`src/rtl/dpcm_pkg.sv`:
```
// Shared types and sample constants for the DPCM encoder/decoder datapath.
package dpcm_pkg;

  localparam int SAMPLE_W   = 8;
  localparam int SAMPLE_MIN = 0;
  localparam int SAMPLE_MAX = 255;

  typedef enum logic [1:0] {
    S_IDLE = 2'd0,
    S_SUM  = 2'd1,
    S_OUT  = 2'd2
  } dpcm_state_t;

endpackage

```
`src/rtl/dpcm_decoder_if.sv`:
```
// Stream and debug signals of the DPCM decoder; master drives differences and
// consumes samples, slave is the decoder itself.
interface dpcm_decoder_if #(
  parameter int SAT_CNT_W = 16
);
  import dpcm_pkg::*;

  logic [SAMPLE_W-1:0]  in_diff;
  logic                 in_sync;
  logic                 in_valid;
  logic                 in_ready;
  logic [SAMPLE_W-1:0]  out_sample;
  logic                 out_valid;
  logic                 out_ready;
  logic [SAT_CNT_W-1:0] sat_count;
  logic [1:0]           out_state;

  modport master (
    output in_diff, in_sync, in_valid, out_ready,
    input  in_ready, out_sample, out_valid, sat_count, out_state
  );

  modport slave (
    input  in_diff, in_sync, in_valid, out_ready,
    output in_ready, out_sample, out_valid, sat_count, out_state
  );
endinterface

```
`src/rtl/dpcm_clamp.sv`:
```
// Clamps a 10-bit signed reconstruction sum into the unsigned sample range and
// flags whenever clamping took place.
module dpcm_clamp
  import dpcm_pkg::*;
(
  input  logic signed [9:0]          sum_i,
  output logic        [SAMPLE_W-1:0] value_o,
  output logic                       sat_o
);

  always_comb begin
    value_o = sum_i[SAMPLE_W-1:0];
    sat_o   = 1'b0;
    if (sum_i < SAMPLE_MIN) begin
      value_o = SAMPLE_W'(SAMPLE_MIN);
      sat_o   = 1'b1;
    end else if (sum_i > SAMPLE_MAX) begin
      value_o = SAMPLE_W'(SAMPLE_MAX);
      sat_o   = 1'b1;
    end
  end

endmodule

```
`src/rtl/dpcm_decoder.sv`:
```
// DPCM receive side: accepts a signed difference, adds it to the last emitted
// sample (or 0 on frame sync), clamps, and emits it over valid/ready.
module dpcm_decoder
  import dpcm_pkg::*;
#(
  parameter int SAT_CNT_W = 16
) (
  input logic           clk,
  input logic           reset,
  dpcm_decoder_if.slave bus
);

  dpcm_state_t          state_q, state_d;
  logic [SAMPLE_W-1:0]  pred_q, pred_d;
  logic [SAMPLE_W-1:0]  diff_q, diff_d;
  logic                 sync_q, sync_d;
  logic [SAMPLE_W-1:0]  sample_q, sample_d;
  logic [SAT_CNT_W-1:0] sat_count_q, sat_count_d;

  logic [SAMPLE_W-1:0]  base;
  logic signed [9:0]    sum;
  logic [SAMPLE_W-1:0]  clamp_value;
  logic                 clamp_sat;

  // Base is zero-extended and the difference sign-extended, so 10 bits cover -128..382.
  assign base = sync_q ? '0 : pred_q;
  assign sum  = signed'({2'b00, base}) + signed'({{2{diff_q[SAMPLE_W-1]}}, diff_q});

  dpcm_clamp u_clamp (
    .sum_i   (sum),
    .value_o (clamp_value),
    .sat_o   (clamp_sat)
  );

  always_ff @(posedge clk or posedge reset) begin
    if (reset) begin
      state_q     <= S_IDLE;
      pred_q      <= '0;
      diff_q      <= '0;
      sync_q      <= 1'b0;
      sample_q    <= '0;
      sat_count_q <= '0;
    end else begin
      state_q     <= state_d;
      pred_q      <= pred_d;
      diff_q      <= diff_d;
      sync_q      <= sync_d;
      sample_q    <= sample_d;
      sat_count_q <= sat_count_d;
    end
  end

  always_comb begin
    state_d     = state_q;
    pred_d      = pred_q;
    diff_d      = diff_q;
    sync_d      = sync_q;
    sample_d    = sample_q;
    sat_count_d = sat_count_q;
    case (state_q)
      S_IDLE: begin
        if (bus.in_valid) begin
          diff_d  = bus.in_diff;
          sync_d  = bus.in_sync;
          state_d = S_SUM;
        end
      end
      S_SUM: begin
        sample_d = clamp_value;
        if (clamp_sat && !(&sat_count_q)) begin
          sat_count_d = sat_count_q + {{(SAT_CNT_W-1){1'b0}}, 1'b1};
        end
        state_d = S_OUT;
      end
      S_OUT: begin
        // Prediction advances only once the sample is actually taken downstream.
        if (bus.out_ready) begin
          pred_d  = sample_q;
          state_d = S_IDLE;
        end
      end
      default: state_d = S_IDLE;
    endcase
  end

  assign bus.in_ready   = (state_q == S_IDLE);
  assign bus.out_valid  = (state_q == S_OUT);
  assign bus.out_sample = sample_q;
  assign bus.sat_count  = sat_count_q;
  assign bus.out_state  = state_q;

endmodule
```
`src/flat_wrapper.sv`:
```
// flat-port wrapper written by rule: the top's interface ports become plain ports
module dpcm_decoder_flat import dpcm_pkg::*;
#(
  parameter int SAT_CNT_W = 16
)
  (clk, reset, bus_in_diff, bus_in_sync, bus_in_valid, bus_out_ready, bus_in_ready, bus_out_sample, bus_out_valid, bus_sat_count, bus_out_state);
  dpcm_decoder_if #(.SAT_CNT_W(SAT_CNT_W)) bus_i ();
  input logic clk;
  input logic reset;
  input wire logic [$bits(bus_i.in_diff)-1:0] bus_in_diff;
  input wire logic [$bits(bus_i.in_sync)-1:0] bus_in_sync;
  input wire logic [$bits(bus_i.in_valid)-1:0] bus_in_valid;
  input wire logic [$bits(bus_i.out_ready)-1:0] bus_out_ready;
  output wire logic [$bits(bus_i.in_ready)-1:0] bus_in_ready;
  output wire logic [$bits(bus_i.out_sample)-1:0] bus_out_sample;
  output wire logic [$bits(bus_i.out_valid)-1:0] bus_out_valid;
  output wire logic [$bits(bus_i.sat_count)-1:0] bus_sat_count;
  output wire logic [$bits(bus_i.out_state)-1:0] bus_out_state;
  assign bus_i.in_diff = bus_in_diff;
  assign bus_i.in_sync = bus_in_sync;
  assign bus_i.in_valid = bus_in_valid;
  assign bus_i.out_ready = bus_out_ready;
  assign bus_in_ready = bus_i.in_ready;
  assign bus_out_sample = bus_i.out_sample;
  assign bus_out_valid = bus_i.out_valid;
  assign bus_sat_count = bus_i.sat_count;
  assign bus_out_state = bus_i.out_state;
  dpcm_decoder #(.SAT_CNT_W(SAT_CNT_W)) u_core (.clk(clk), .reset(reset), .bus(bus_i));
endmodule
```
`config.mk`:
```
export PLATFORM = sky130hd
export DESIGN_NAME = dpcm_decoder_flat
export DESIGN_NICKNAME = d
export VERILOG_FILES = /design/src/rtl/dpcm_pkg.sv /design/src/rtl/dpcm_decoder_if.sv /design/src/rtl/dpcm_clamp.sv /design/src/rtl/dpcm_decoder.sv /design/src/flat_wrapper.sv
export SDC_FILE = /design/constraint.sdc
export NUM_CORES = 1
export LEC_CHECK = 0
export BUFFER_PORTS_ARGS = -buffer_cell sky130_fd_sc_hd__buf_2
export CORE_MARGIN = 2
export CORE_UTILIZATION = 55
export CTS_CLUSTER_SIZE = 10
export DETAILED_ROUTE_END_ITERATION = 16
export HOLD_SLACK_MARGIN = 0.12
export MAX_ROUTING_LAYER = met4
export PLACE_DENSITY = 0.76
export REMOVE_ABC_BUFFERS = 1
export SYNTH_ARGS = -nofsm -noshare
export SYNTH_HDL_FRONTEND = slang
export SYNTH_SLANG_ARGS = --single-unit
```
`constraint.sdc`:
```
create_clock -name clk -period 2.7 [get_ports clk]
set_input_delay 0.81 -clock clk [delete_from_list [all_inputs] [get_ports clk]]
set_output_delay 0.81 -clock clk [all_outputs]
set_load 0.02 [all_outputs]
```
==> flow_summary.json <==
{
  "critical-path-top-delay-family": "compound AO/OA/AOI/OAI gates",
  "antenna_left": 0,
  "design.core.area_um2": 4000,
  "hold_viol_final": 0,
  "wl_per_cell_um": 15.12,
  "ys_warn_count": 0,
  "finalSetupTns_ps": 0,
  "finalSetupViolCount": 0,
  "via_per_inst": 5.380,
  "hold_class": "flip-flop to flip-flop",
  "wirelength_um": 4854,
  "cts_root_buf": "clkbuf_8",
  "clock_sinks": 43,
  "finalNonFillerCells": 321,
  "final_nets": 294,
  "drtIter0Drc": 117,
  "postSynthAreaPerCell_um2": 10.83,
  "fp.dieH_um": 68.29,
  "clk_pin_slew_ps": 80,
  "synth_top_family_by_area": "simple AND/OR/NAND/NOR gates",
  "grt_max_degree": 44,
  "synth_compound_area_frac": 0.09301,
  "slew_violations": 0,
  "period_minus_slack_ps": 2616,
  "critical_path_depth": 12,
  "cp-start-kind": "flip-flop",
  "tightest_slew_ps": 527.7,
  "slowest_delay_ps": 460,
  "num_io_pins": 41,
  "ys_ff_latch": 43,
  "drv_cap": 0,
  "grt-ovfl-total": 0,
  "row_count": 23,
  "drive_above_1_share": 0.3764,
  "synth_edf_count": 0,
  "start_util": 0.5683,
  "clkLatencyLatePin_ps": 300,
  "num_antenna_cells": 0,
  "hold_buffers": 0,
  "synth_xor_area_frac": 0.07320,
  "hold_slack_ps": 492.1,
  "cts-buffers-inserted": 5,
  "dieArea_um2": 4664,
  "syn-cell-area_um2": 2273,
  "die_x_um": 68.29,
  "remaining_drc_errors": 0,
  "antenna_found_initial": 0,
  "drt-pass1-iter-count": 4,
  "required_ps": 2900,
  "dpl.cell_count": 307,
  "endpoint_kind": "flip-flop",
  "port_buffers": 40,
  "h-tree-depth": 2,
  "powerDensity_nw_per_um2": 1137,
  "syn_to_final_growth_pct": 22.67,
  "async_reset_ff_frac": 1.000,
  "synthAdderAreaFrac": 0.06384,
  "rsz0062_at_grt": "yes",
  "relSlewSlack": 0.6482,
  "ys_seq_area_frac": 0.4733,
  "grt_use_total": 0.2286,
  "crit_path_frequent_cell": "buf_4",
  "cts_tree": "built",
  "crit_slowest_cell": "dfrtp_2",
  "dpl.hpwl_um": 3379,
  "crit_path_cell_trace": "nor2b_4 > ha_2 > inv_2 > fa_2 > nor2b_1 > o31a_1 > a221oi_4 > buf_4 > mux2i_1 > buf_4 > a21o_1 > a22o_1",
  "yosysUniqueCellTypes": 38,
  "crit_arrival_ps": 2810,
  "max-vdd-ir-drop_v": 0.0005232,
  "worst-r2r-cell-count": 12,
  "synth_top_flop_cell": "dfrtp_1",
  "synthMuxAreaShare": 0.09851,
  "p_leak_nw": 1.488,
  "syn_inst": 210,
  "grt_pass1_vias": 1727,
  "clockBufferDepth": 2,
  "status": "completed",
  "max_freq_ghz": 0.3822,
  "cp.buffers_inverters": 3,
  "grt_pass1_wl_um": 7728,
  "clock_skew_ps": 6.003,
  "final_core_util": 0.6972,
  "post-route-period-util": 0.9690,
  "path_max_fanout": 5,
  "fillers": 318,
  "via_count": 1727,
  "place_congestion": 0.8241,
  "path_class": "flip-flop to flip-flop",
  "holdPathStages": 1,
  "synth-simple-area-share": 0.1750
}
-- timing repair --
| item | 4_1_cts | 5_1_grt |
|---|---|---|
| endpoints found under the hold margin | 0 | 0 |
| buffers inserted | 0 | 5 |
| gates resized for setup | 0 | 22 |
| endpoints found under the setup margin | 0 | 20 |
-- final timing paths --
kind                                          start                  endpoint  slack [ps]
min                        u_core.bus.sat_count[15]  u_core.bus.sat_count[15]         490
min reg2reg                u_core.bus.sat_count[15]  u_core.bus.sat_count[15]         490
max reg2reg                           u_core.sync_q  u_core.bus.out_sample[6]          80
max                                   u_core.sync_q  u_core.bus.out_sample[6]          80
max in group asynchronous                     reset             u_core.sync_q        1680
min in group asynchronous                     reset          u_core.diff_q[0]         620
-- cell usage after synthesis, types with 2 or more instances --
cell      count  area [um^2]
and3_1        5        31.28
a21oi_1       6        30.03
nor2b_1       7        43.79
o21a_1        2        15.01
inv_1         8        30.03
dfrtp_1      43         1076
ha_1         10        125.1
nand2b_1      5        31.28
a22o_1        3        26.28
mux2_2       16        180.2
clkbuf_1      2        7.510
xnor2_1       3        26.28
nor4_2        2        25.02
a21o_1        3        22.52
nor2_1       14        52.55
nor3_2        3        30.03
nand3_1      10        50.05
xor2_1       16        140.1
o21ai_0       9        45.04
nand2_1      21        78.83
nor3_1        3        15.01
nand4_1       2        12.51
or3_1         2        12.51
-- flip-flops by register name, indices dropped and copies added, names as in the netlist --
| signal | count |
|---|---|
| u_core.pred_q | 8 |
| u_core.sync_q | 1 |
| u_core.bus.out_state | 2 |
| u_core.bus.out_sample | 8 |
| u_core.diff_q | 8 |
| u_core.bus.sat_count | 16 |
-- layout make-up --
class                      instances  area, um^2  area share
inverter                           9       33.78     0.01211
sequential                        43        1077      0.3863
clock buffer                       5       68.82     0.02467
clock inverter                     3       15.01    0.005384
multi-input combinational        155        1196      0.4289
tap                               50       62.56     0.02243
timing repair buffer              56       335.3      0.1202
-- placed cells by master (no fill, tap or decap), drive strengths merged --
cell type / n
buf: 56
dfrtp: 43
nand2: 21
mux2: 17
xor2: 16
nor2: 14
nand3: 10
o21ai: 10
ha: 10
inv: 9
nor2b: 7
a21oi: 6
nor3: 6
nand2b: 5
clkbuf: 5
and3: 5
a21o: 3
xnor2: 3
a22o: 3
clkinv: 3
o21a: 2
nand4: 2
or3: 2
mux2i: 2
nor4: 2
and2: 1
o211ai: 1
a211oi: 1
o31a: 1
a221oi: 1
o41ai: 1
a41oi: 1
and3b: 1
fa: 1
-- routing by layer --
metal | GRT usage | vias to the layer above | wire [um]
li1 | - | 854 | -
met1 | 0.2789 | 813 | 2157
met2 | 0.3799 | 52 | 2349
met3 | 0.03454 | 8 | 264
met4 | 0.09250 | 0 | 82
met5 | - | - | 0
-- metrics by stage --
stage          total power [mW]  setup slack, ps  area, um^2
3_5_place_dp              2.539           -4.684        2592
5_1_grt                   3.408           -45.52        2789
3_3_place_gp              2.506            105.2        2592
6_report                  3.170            83.73        2789
4_1_cts                   2.944            6.082        2676
2_1_floorplan             2.071            42.06        2255
-- cell families after synthesis --
kind of cell,after synthesis
AOI/OAI and AO/OA,30
adders and majority gates,11
xor gates and xnor gates,19
buffers and inverters,12
DFF,43
and+or+nand+nor,76
muxes,19
-- worst register-to-register path, cell delays in order, from the launching register on --
cell      delay (ps)
dfrtp_2          460
nor2b_4          120
ha_2             190
inv_2             50
fa_2             380
nor2b_1          160
o31a_1           250
a221oi_4         100
buf_4            150
mux2i_1          150
buf_4            180
a21o_1           150
a22o_1           190
-- power breakdown --
| part | internal [mW] | switching, mW | leakage (nW) | total, mW |
|---|---|---|---|---|
| clock network | 0.177 | 0.223 | 0.0477 | 0.400 |
| registers | 0.859 | 0.172 | 0.555 | 1.03 |
| logic | 0.834 | 0.904 | 0.886 | 1.74 |
Note: power is estimated with default switching activity, not from simulation.
